$ cat src/rtl/cp_load_sequencer.sv
// Control-plane table-load sequencer: steers host phits into the state, per-column config and
// inbound tables, then opens the kernel stream path until its last beat.
module cp_load_sequencer #(
   parameter int unsigned NUM_COL         = 6,
   parameter int unsigned ADDR_W          = 4,
   parameter int unsigned NUM_STATE_ENTRY = 2,
   parameter int unsigned START_GAP       = 2
) (
   input  logic               clk,
   input  logic               rst,
   input  logic               start_loader,
   input  logic [ADDR_W-1:0]  num_entry_config_table,
   input  logic [ADDR_W-1:0]  num_entry_inbound,
   input  logic               wr_valid,
   input  logic               stream_in_valid,
   input  logic               stream_in_last,
   output logic               wr_en_state,
   output logic [NUM_COL-1:0] wr_en_cfg,
   output logic               wr_en_inb,
   output logic [ADDR_W-1:0]  wr_add,
   output logic               load_busy,
   output logic               ready_stream_in,
   output logic               done
);

   localparam int unsigned ColW = (NUM_COL > 1) ? $clog2(NUM_COL) : 1;
   localparam int unsigned GapW = $clog2(START_GAP + 1);

   typedef enum logic [2:0] {
      StIdle,
      StGap,
      StLdState,
      StLdCfg,
      StLdInb,
      StStream
   } state_e;

   state_e              state_q, state_d;
   logic [ADDR_W-1:0]   wr_add_q, wr_add_d;
   logic [ADDR_W-1:0]   cfg_cnt_q, cfg_cnt_d;
   logic [ADDR_W-1:0]   inb_cnt_q, inb_cnt_d;
   logic [ColW-1:0]     col_q, col_d;
   logic [GapW-1:0]     gap_q, gap_d;
   logic                done_q, done_d;
   state_e              after_cfg, after_state;

   always_comb begin
      state_d         = state_q;
      wr_add_d        = wr_add_q;
      cfg_cnt_d       = cfg_cnt_q;
      inb_cnt_d       = inb_cnt_q;
      col_d           = col_q;
      gap_d           = gap_q;
      done_d          = 1'b0;
      wr_en_state     = 1'b0;
      wr_en_cfg       = '0;
      wr_en_inb       = 1'b0;
      load_busy       = 1'b0;
      ready_stream_in = 1'b0;

      // Empty tables are skipped on the same edge the preceding phase completes.
      after_cfg   = (inb_cnt_q != '0) ? StLdInb : StStream;
      after_state = (cfg_cnt_q != '0) ? StLdCfg : after_cfg;

      unique case (state_q)
         StIdle: begin
            if (start_loader) begin
               cfg_cnt_d = num_entry_config_table;
               inb_cnt_d = num_entry_inbound;
               gap_d     = '0;
               col_d     = '0;
               wr_add_d  = '0;
               state_d   = StGap;
            end
         end
         StGap: begin
            load_busy = 1'b1;
            if (gap_q == GapW'(START_GAP - 1)) begin
               state_d = StLdState;
            end else begin
               gap_d = gap_q + GapW'(1);
            end
         end
         StLdState: begin
            load_busy   = 1'b1;
            wr_en_state = wr_valid;
            if (wr_valid) begin
               if (wr_add_q == ADDR_W'(NUM_STATE_ENTRY - 1)) begin
                  wr_add_d = '0;
                  state_d  = after_state;
               end else begin
                  wr_add_d = wr_add_q + ADDR_W'(1);
               end
            end
         end
         StLdCfg: begin
            load_busy = 1'b1;
            if (wr_valid) begin
               wr_en_cfg = NUM_COL'(1) << col_q;
               if (wr_add_q == cfg_cnt_q - ADDR_W'(1)) begin
                  wr_add_d = '0;
                  if (col_q == ColW'(NUM_COL - 1)) begin
                     state_d = after_cfg;
                  end else begin
                     col_d = col_q + ColW'(1);
                  end
               end else begin
                  wr_add_d = wr_add_q + ADDR_W'(1);
               end
            end
         end
         StLdInb: begin
            load_busy = 1'b1;
            wr_en_inb = wr_valid;
            if (wr_valid) begin
               if (wr_add_q == inb_cnt_q - ADDR_W'(1)) begin
                  wr_add_d = '0;
                  state_d  = StStream;
               end else begin
                  wr_add_d = wr_add_q + ADDR_W'(1);
               end
            end
         end
         StStream: begin
            ready_stream_in = 1'b1;
            if (stream_in_valid && stream_in_last) begin
               done_d  = 1'b1;
               state_d = StIdle;
            end
         end
         default: state_d = StIdle;
      endcase
   end

   assign wr_add = wr_add_q;
   assign done   = done_q;

   always_ff @(posedge clk) begin
      if (rst) begin
         state_q   <= StIdle;
         wr_add_q  <= '0;
         cfg_cnt_q <= '0;
         inb_cnt_q <= '0;
         col_q     <= '0;
         gap_q     <= '0;
         done_q    <= 1'b0;
      end else begin
         state_q   <= state_d;
         wr_add_q  <= wr_add_d;
         cfg_cnt_q <= cfg_cnt_d;
         inb_cnt_q <= inb_cnt_d;
         col_q     <= col_d;
         gap_q     <= gap_d;
         done_q    <= done_d;
      end
   end

endmodule

$ cat config.mk
export PLATFORM = sky130hd
export DESIGN_NAME = cp_load_sequencer
export DESIGN_NICKNAME = d
export VERILOG_FILES = /design/src/rtl/cp_load_sequencer.sv
export SDC_FILE = /design/constraint.sdc
export NUM_CORES = 1
export LEC_CHECK = 0
export CAP_MARGIN = 15
export CORE_UTILIZATION = 45
export CTS_CLUSTER_DIAMETER = 40
export DETAILED_ROUTE_END_ITERATION = 16
export PLACE_DENSITY_LB_ADDON = 0.1
export REMOVE_ABC_BUFFERS = 1
export SYNTH_ARGS = -nofsm -noshare
export SYNTH_HDL_FRONTEND = slang
export SYNTH_SLANG_ARGS = --single-unit
$ cat constraint.sdc
create_clock -name clk -period 2.7 [get_ports clk]
set_clock_uncertainty 0.2 [all_clocks]
set_input_delay 0.675 -clock clk [delete_from_list [all_inputs] [get_ports clk]]
set_output_delay 0.675 -clock clk [all_outputs]
set_load 0.1 [all_outputs]
---- After elaboration in Yosys (flattened, before gate mapping) ----
Index checks and enable logic that the tools add are counted.
cells by class
  add/subtract/negate cells ............... 5
  eq/ne operators ......................... 22
  shifts and indexed selects .............. 1
  mux-type cells .......................... 36
  bitwise gates (word level) .............. 1
  reductions and logical operators ........ 14
operators with widths
  cell                   number
  $mux W3                15
  $mux W4                7
  $ne A2 B2 Y1 const B   12
  $pmux W3 S6            1
  $pmux W4 S4            1
  $mux W6                2
  $reduce_bool A4 Y1     3
  $reduce_and A10 Y1     1
  $reduce_and A5 Y1      2
  $eq A3 B3 Y1 const B   3
  $eq A4 B4 Y1           2
  $sub A4 B1 Y4 const B  2
  $eq A3 B2 Y1 const B   2
  $mux W1                6
  $pmux W3 S2            1
  $shl A1 B3 Y6 const A  1
  $add A4 B1 Y4 const B  1
  $eq A4 B1 Y1 const B   1
  $mux W2                2
  $pmux W2 S2            1
  $reduce_bool A2 Y1     2
  $reduce_or A4 Y1       1
  $add A3 B1 Y3 const B  1
  $eq A3 B1 Y1 const B   1
  other kinds (8)        8
word-level totals
  register bits after elaboration ......... 21
  bits of input ports ..................... 14

---- Depth between registers and ports, before layout ----
Gate-level depths: netlist of the first run.
  depth after elaboration ................. 6
  gate-level depth with buffers ........... 8
  depth with buffers taken out ............ 7

---- Worst setup path after synthesis of the first run ----
No wires, ideal clock.
  kind .................................... reg2out
  start point ............................. register state_q[0]
  end point ............................... output load_busy
  data arrival time ....................... 2,309 ps
  required time ........................... 1,825 ps
  slack ................................... -484 ps
  cell stages (with the launch flop) ...... 4
  path buffers ............................ 1
  cell sequence ........................... dfxtp_1 > clkbuf_1 > nor2_1 > xnor2_1
on the way
  longest elaborated chain between the ends .. 3
RTL lines
  element                                     line  text
  start: declaration                          38    state_e state_q, state_d;
  start signal: assignment                    140   state_q <= StIdle;
  start signal: assignment                    148   state_q <= state_d;
  $eq A3 B3 Y1, or another cell as far along  65    unique case (state_q)
  $reduce_or A4 Y1 (no line) (*)              --
  $mux W1 (*)                                 65
  end: declaration                            21    output logic load_busy,
Every way passes the cells marked *; elsewhere a longest branch is shown, timed or not.

---- Worst setup path in the final report of the first run ----
  start point ............................. input wr_valid
  end point ............................... output wr_en_cfg[2]
on the way
  longest elaborated chain between the ends .. 2
RTL lines
  element             line  text
  start: declaration  14    input logic wr_valid,
  $mux W6             98    if (wr_valid) begin
  $mux W6             65
  end: declaration    18    output logic [NUM_COL-1:0] wr_en_cfg,
Every way passes these cells.

==> impl_metrics.ini, run 1 <==
[outcome]
status = finished clean

[logic_synthesis]
synthTopCellsByArea = dfxtp_1, ha_1, nand2_1, a21oi_1, and3_1
netlist_instances = 181
synth_warnings = 0
synth-async-reset-ratio_pct = 0
syn_area_um2 = 1440
ys_seq_area_share_pct = 29.1
synth_top_area_share_pct = 29.1
ys.flop_type = dfxtp_1
ys_ff_latch = 21
syn_avg_cell_area_um2 = 7.97
synthDistinctLibCells = 41
synth-edff-count = 0
synth_area_leader_cell = dfxtp_1

[sta]
finalHoldViolCount = 0
max_freq_ghz = 0.375
tightestPinTransition_ns = 0.552
period_share_pct = 98.7
setup_violations = 0
setup_ws_ns = 0.0340
fin_setup_tns_ns = 0
slew_headroom_pct = 62.7
min_period_ns = 2.67
rsz0062_at_grt = yes
maxSlewViolCount = 0

[power]
p_leak_nw = 0.773
ir_drop_mv = 0.265
p_per_area_nw_per_um2 = 718

[route]
drt_wl_total_um = 3320
vias_per_cell = 5.29
wl_per_cell_um = 13.1
drc = 0
first_pass_iters = 4
vias = 1339
detail_route.iter0.violations = 49
ant_nets = 0

[place]
dp_cells = 249
pre_cts_slack_ns = 0.00903
dpl.hpwl_um = 2580
portBuffers = 28
gp_congestion = 0.771

[floorplanning]
dieArea_um2 = 3440
design.core.area_um2 = 3050
io_pins = 29
rows = 20
initial_utilization_pct = 47.3
die_h_um = 58.6
fp.dieW_um = 58.6

[setup_path]
cp_max_fo = 5
endpoint_kind = output pin
crit_type = in2out
critPathLaunchType = input pin
required_ns = 1.82
worstPathArrival_ns = 1.79

[layout]
num_antenna_cells = 0
area_delta_synth_final_pct = 32.3
drive_gt1_share_pct = 16.3
multiInputGateArea_um2 = 943
seq_area_um2 = 422
fin_util_pct = 62.5
finalNetCount = 236
finalNonFillerCells = 253
num-fill-cells = 291

[run]
maxCapViolCount = 0

[min_path]
hold_class = reg2reg

[cts]
hold_buffers = 0
cts_buffer_depth = 2
htreeDepth = 1
clk_transition_reported_paths_ns = 0.13
post_cts_buffers = 0
clkLatencyLatePin_ns = 0.32
cts_buffers = 3
root_buffer = clkbuf_4
clock-sinks = 21
cts_tree = yes

[global_routing]
grt_pass1_wl_um = 5510
grt_max_degree = 13
antenna_found_initial = 0
grt_pass1_vias = 1282
grt_overflow = 0
grt.total_usage_pct = 20.6
[final cells by class]
cell class / instances / share of cell area [%]
multi-input cells: 137 / 49.4
flip-flops and latches: 21 / 22.1
repair buffers: 34 / 21.6
well taps: 44 / 2.89
inverters: 13 / 2.56
clock buffers: 4 / 1.38
[what timing repair did]
| action | in CTS | in global routing |
|---|---|---|
| hold endpoints to repair | 0 | 0 |
| gates resized for setup | 2 | 3 |
| setup endpoints to repair | 6 | 7 |
| gates cloned | 0 | 0 |
[critical path: stages]
cell and delay, ns:
clkdlybuf4s50_1 0.50, and3_4 0.22, and3_1 0.21, buf_12 0.18
[cells by family (layout without fill, tap and decap cells)]
family                     after synthesis  in the layout  share of synthesized area, %
muxes                                    5              5                          3.64
and+or+nand+nor                         76             76                          27.4
AOI/OAI and AO/OA                       33             33                          14.3
DFF                                     21             21                          29.1
adders and majority gates               12             12                          10.4
buffers and inverters                   23             51                          6.50
xor gates and xnor gates                11             11                          8.59
[Yosys cell counts, drive strengths merged (2+ instances only)]
cell type,number
xor2,5
nand3,6
xnor3,2
nor3b,4
or2,2
ha,12
and3,9
inv,13
nor3,3
mux2,2
or4,2
and2,2
a211o,2
dfxtp,21
mux2i,3
xnor2,4
o22ai,2
nand2,26
a31oi,2
nor2b,3
o21ai,3
a21oi,16
clkbuf,9
nor2,13
[cell usage in the layout, fill, tap and decap left out, drive strengths merged, types with 2 or more instances in the layout]
cell / Yosys / layout
xnor2: 4 / 4
xor2: 5 / 5
clkbuf: 9 / 4
nor3b: 4 / 4
and2: 2 / 2
or2: 2 / 2
inv: 13 / 13
a21oi: 16 / 16
mux2i: 3 / 3
or4: 2 / 2
dfxtp: 21 / 21
mux2: 2 / 2
nor3: 3 / 3
a211o: 2 / 2
buf: 1 / 21
o21ai: 3 / 3
a31oi: 2 / 2
nand3: 6 / 6
xnor3: 2 / 2
nor2: 13 / 13
clkdlybuf4s50: 0 / 13
o22ai: 2 / 2
nor2b: 3 / 3
ha: 12 / 12
and3: 9 / 9
nand2: 26 / 26
[path summary, 6_finish.rpt]
kind,start,endpoint,slack [ns],depth (start not counted)
setup / recovery,wr_valid,wr_en_cfg[2],0.03,4
hold reg to reg,cfg_cnt_q[1]$_SDFFE_PP0P_,cfg_cnt_q[1]$_SDFFE_PP0P_,0.30,2
setup reg to reg,wr_add[0]$_SDFFE_PP0P_,state_q[2]$_SDFFE_PP0P_,0.29,6
hold / removal,cfg_cnt_q[1]$_SDFFE_PP0P_,cfg_cnt_q[1]$_SDFFE_PP0P_,0.30,2
[stage by stage]
| step | cell area (µm²) | hold slack, ns | total power [mW] |
|---|---|---|---|
| after detailed placement | 1870 | 0.280 | 1.19 |
| after global routing | 1910 | 0.319 | 1.46 |
| after global placement | 1870 | 0.263 | 1.17 |
| final | 1910 | 0.298 | 1.37 |
| after CTS | 1900 | 0.298 | 1.36 |
| after floorplan | 1400 | 0.243 | 0.962 |
[flip-flops by register name (all words and copies together), names as in the netlist]
register   cells
gap_q          2
col_q          3
wr_add         4
state_q        3
inb_cnt_q      4
done           1
cfg_cnt_q      4
[where the power goes]
part	total (mW)	leakage, nW	internal [mW]	switching (mW)
registers	0.422	0.171	0.359	0.0636
clock network	0.163	0.0150	0.0578	0.105
logic	0.786	0.586	0.311	0.475
total	1.37	0.773	0.727	0.643
[layer usage]
| layer | GRT usage, % | routed length, µm | up-vias |
|---|---|---|---|
| met1 | 27.0 | 1540 | 627 |
| met3 | 1.98 | 102 | 4 |
| li1 | - | - | 678 |
| met4 | 7.14 | 35 | 0 |
| met5 | 0 | 0 | - |
| met2 | 35.5 | 1640 | 30 |
Power figures use the tool's default switching activity.
==> run 2, diff against run 1 <==
CORE_UTILIZATION = 51   (was 45)
GPL_ROUTABILITY_DRIVEN = 0   (was unset)
==> run 2 against run 1 <==
  * Clock power is 2% higher
  * Design area is 0.79% lower
  * Wire length is 3.7% higher
  * Largest cell class unchanged
  * Worst hold slack better by 0.0017 ns
  * Utilization is 11 points higher
==> impl_metrics.ini, run 2 (synthesis results as in run 1) <==
[route]
detail_route.iter0.violations = 32
vias = 1380
vias_per_cell = 5.75
wl_per_cell_um = 14.4
drt_wl_total_um = 3440
ant_nets = 0
drc = 0
first_pass_iters = 4

[layout]
most-common-layout-cells = nand2_1, dfxtp_1, a21oi_1
num_antenna_cells = 0
layout_commonest_cell = nand2_1
area_delta_synth_final_pct = 31.2
finalNonFillerCells = 240
drive_gt1_share_pct = 16.7
finalNetCount = 237
design_area_um2 = 1890

[outcome]
status = finished clean

[sta]
period_share_pct = 98.6
slew_headroom_pct = 60.1
fin_setup_tns_ns = 0
finalHoldViolCount = 0
max_freq_ghz = 0.375
setup_violations = 0
maxSlewViolCount = 0
rsz0062_at_grt = yes
finalHoldWorstSlack_ns = 0.300
min_period_ns = 2.66
setup_ws_ns = 0.0365
tightestPinTransition_ns = 0.591

[floorplanning]
fp.dieW_um = 55.2
io_pins = 29
die_h_um = 55.2
initial_utilization_pct = 56.2
dieArea_um2 = 3050
rows = 18
design.core.area_um2 = 2570

[power]
p_leak_nw = 0.779
ir_drop_mv = 0.886
p_per_area_nw_per_um2 = 728

[cts]
htreeDepth = 1
cts_tree = yes
root_buffer = clkbuf_4
cts_buffer_depth = 2
cts_buffers = 3
clk_transition_reported_paths_ns = 0.13
clock-sinks = 21
clkLatencyLatePin_ns = 0.32
cts_resized = 2
post_cts_buffers = 0
hold_buffers = 0

[setup_path]
required_ns = 1.82
worstPathArrival_ns = 1.79
cp_max_fo = 5
critPathLaunchType = input pin
endpoint_kind = output pin
crit_type = in2out

[place]
post_dp_cell_area_um2 = 1860
pre_cts_slack_ns = -0.00116
dpl.hpwl_um = 2670
portBuffers = 28
dp_cells = 236

[global_routing]
grt.total_usage_pct = 25.1
grt_pass1_vias = 1215
grt_max_degree = 13
grt_overflow = 0
grt_pass1_wl_um = 5360
antenna_found_initial = 0

[run]
maxCapViolCount = 0

[min_path]
hold_class = reg2reg
==> run 2: worst paths after layout <==
| check | start | endpoint | slack [ns] | cells after the start |
|---|---|---|---|---|
| worst max-delay path | wr_valid | wr_en_cfg[1] | 0.04 | 4 |
| worst min-delay path | cfg_cnt_q[1]$_SDFFE_PP0P_ | cfg_cnt_q[1]$_SDFFE_PP0P_ | 0.30 | 2 |
| worst max register to register | wr_add[1]$_SDFFE_PP0P_ | state_q[2]$_SDFFE_PP0P_ | 0.28 | 7 |
| worst min register to register | cfg_cnt_q[1]$_SDFFE_PP0P_ | cfg_cnt_q[1]$_SDFFE_PP0P_ | 0.30 | 2 |
==> run 2: layout make-up <==
type,instances,area [µm²]
clock buffer,3,22.5
clock inverter,1,5.00
fill,200,674
inverter,13,48.8
multi-input combinational,137,938
sequential,21,420
tap,30,37.5
timing repair buffer,35,420
==> run 2: per-stage QoR <==
step	util, %	power (mW)
after floorplan	-	0.962
after global placement	72.3	1.16
after detailed placement	72.3	1.20
after CTS	73.6	1.37
after global routing	73.7	1.46
final	73.7	1.38
==> run 2: critical path: stages <==
cell             delay [ns]
clkdlybuf4s50_1        0.50
and3_4                 0.21
and3_1                 0.21
buf_12                 0.18
==> run 2: per-layer routing <==
metal	vias up	track usage, %	part of all wire [%]
met2	66	44.0	51
li1	678	-	-
met3	6	6.56	7.8
met5	-	0	0
met1	630	29.2	40
met4	0	9.17	1.3
==> run 2: power breakdown <==
part | leakage (nW) | switching (mW) | internal [mW]
Sequential | 0.171 | 0.0533 | 0.357
Combinational | 0.591 | 0.488 | 0.313
Clock | 0.0177 | 0.111 | 0.0556
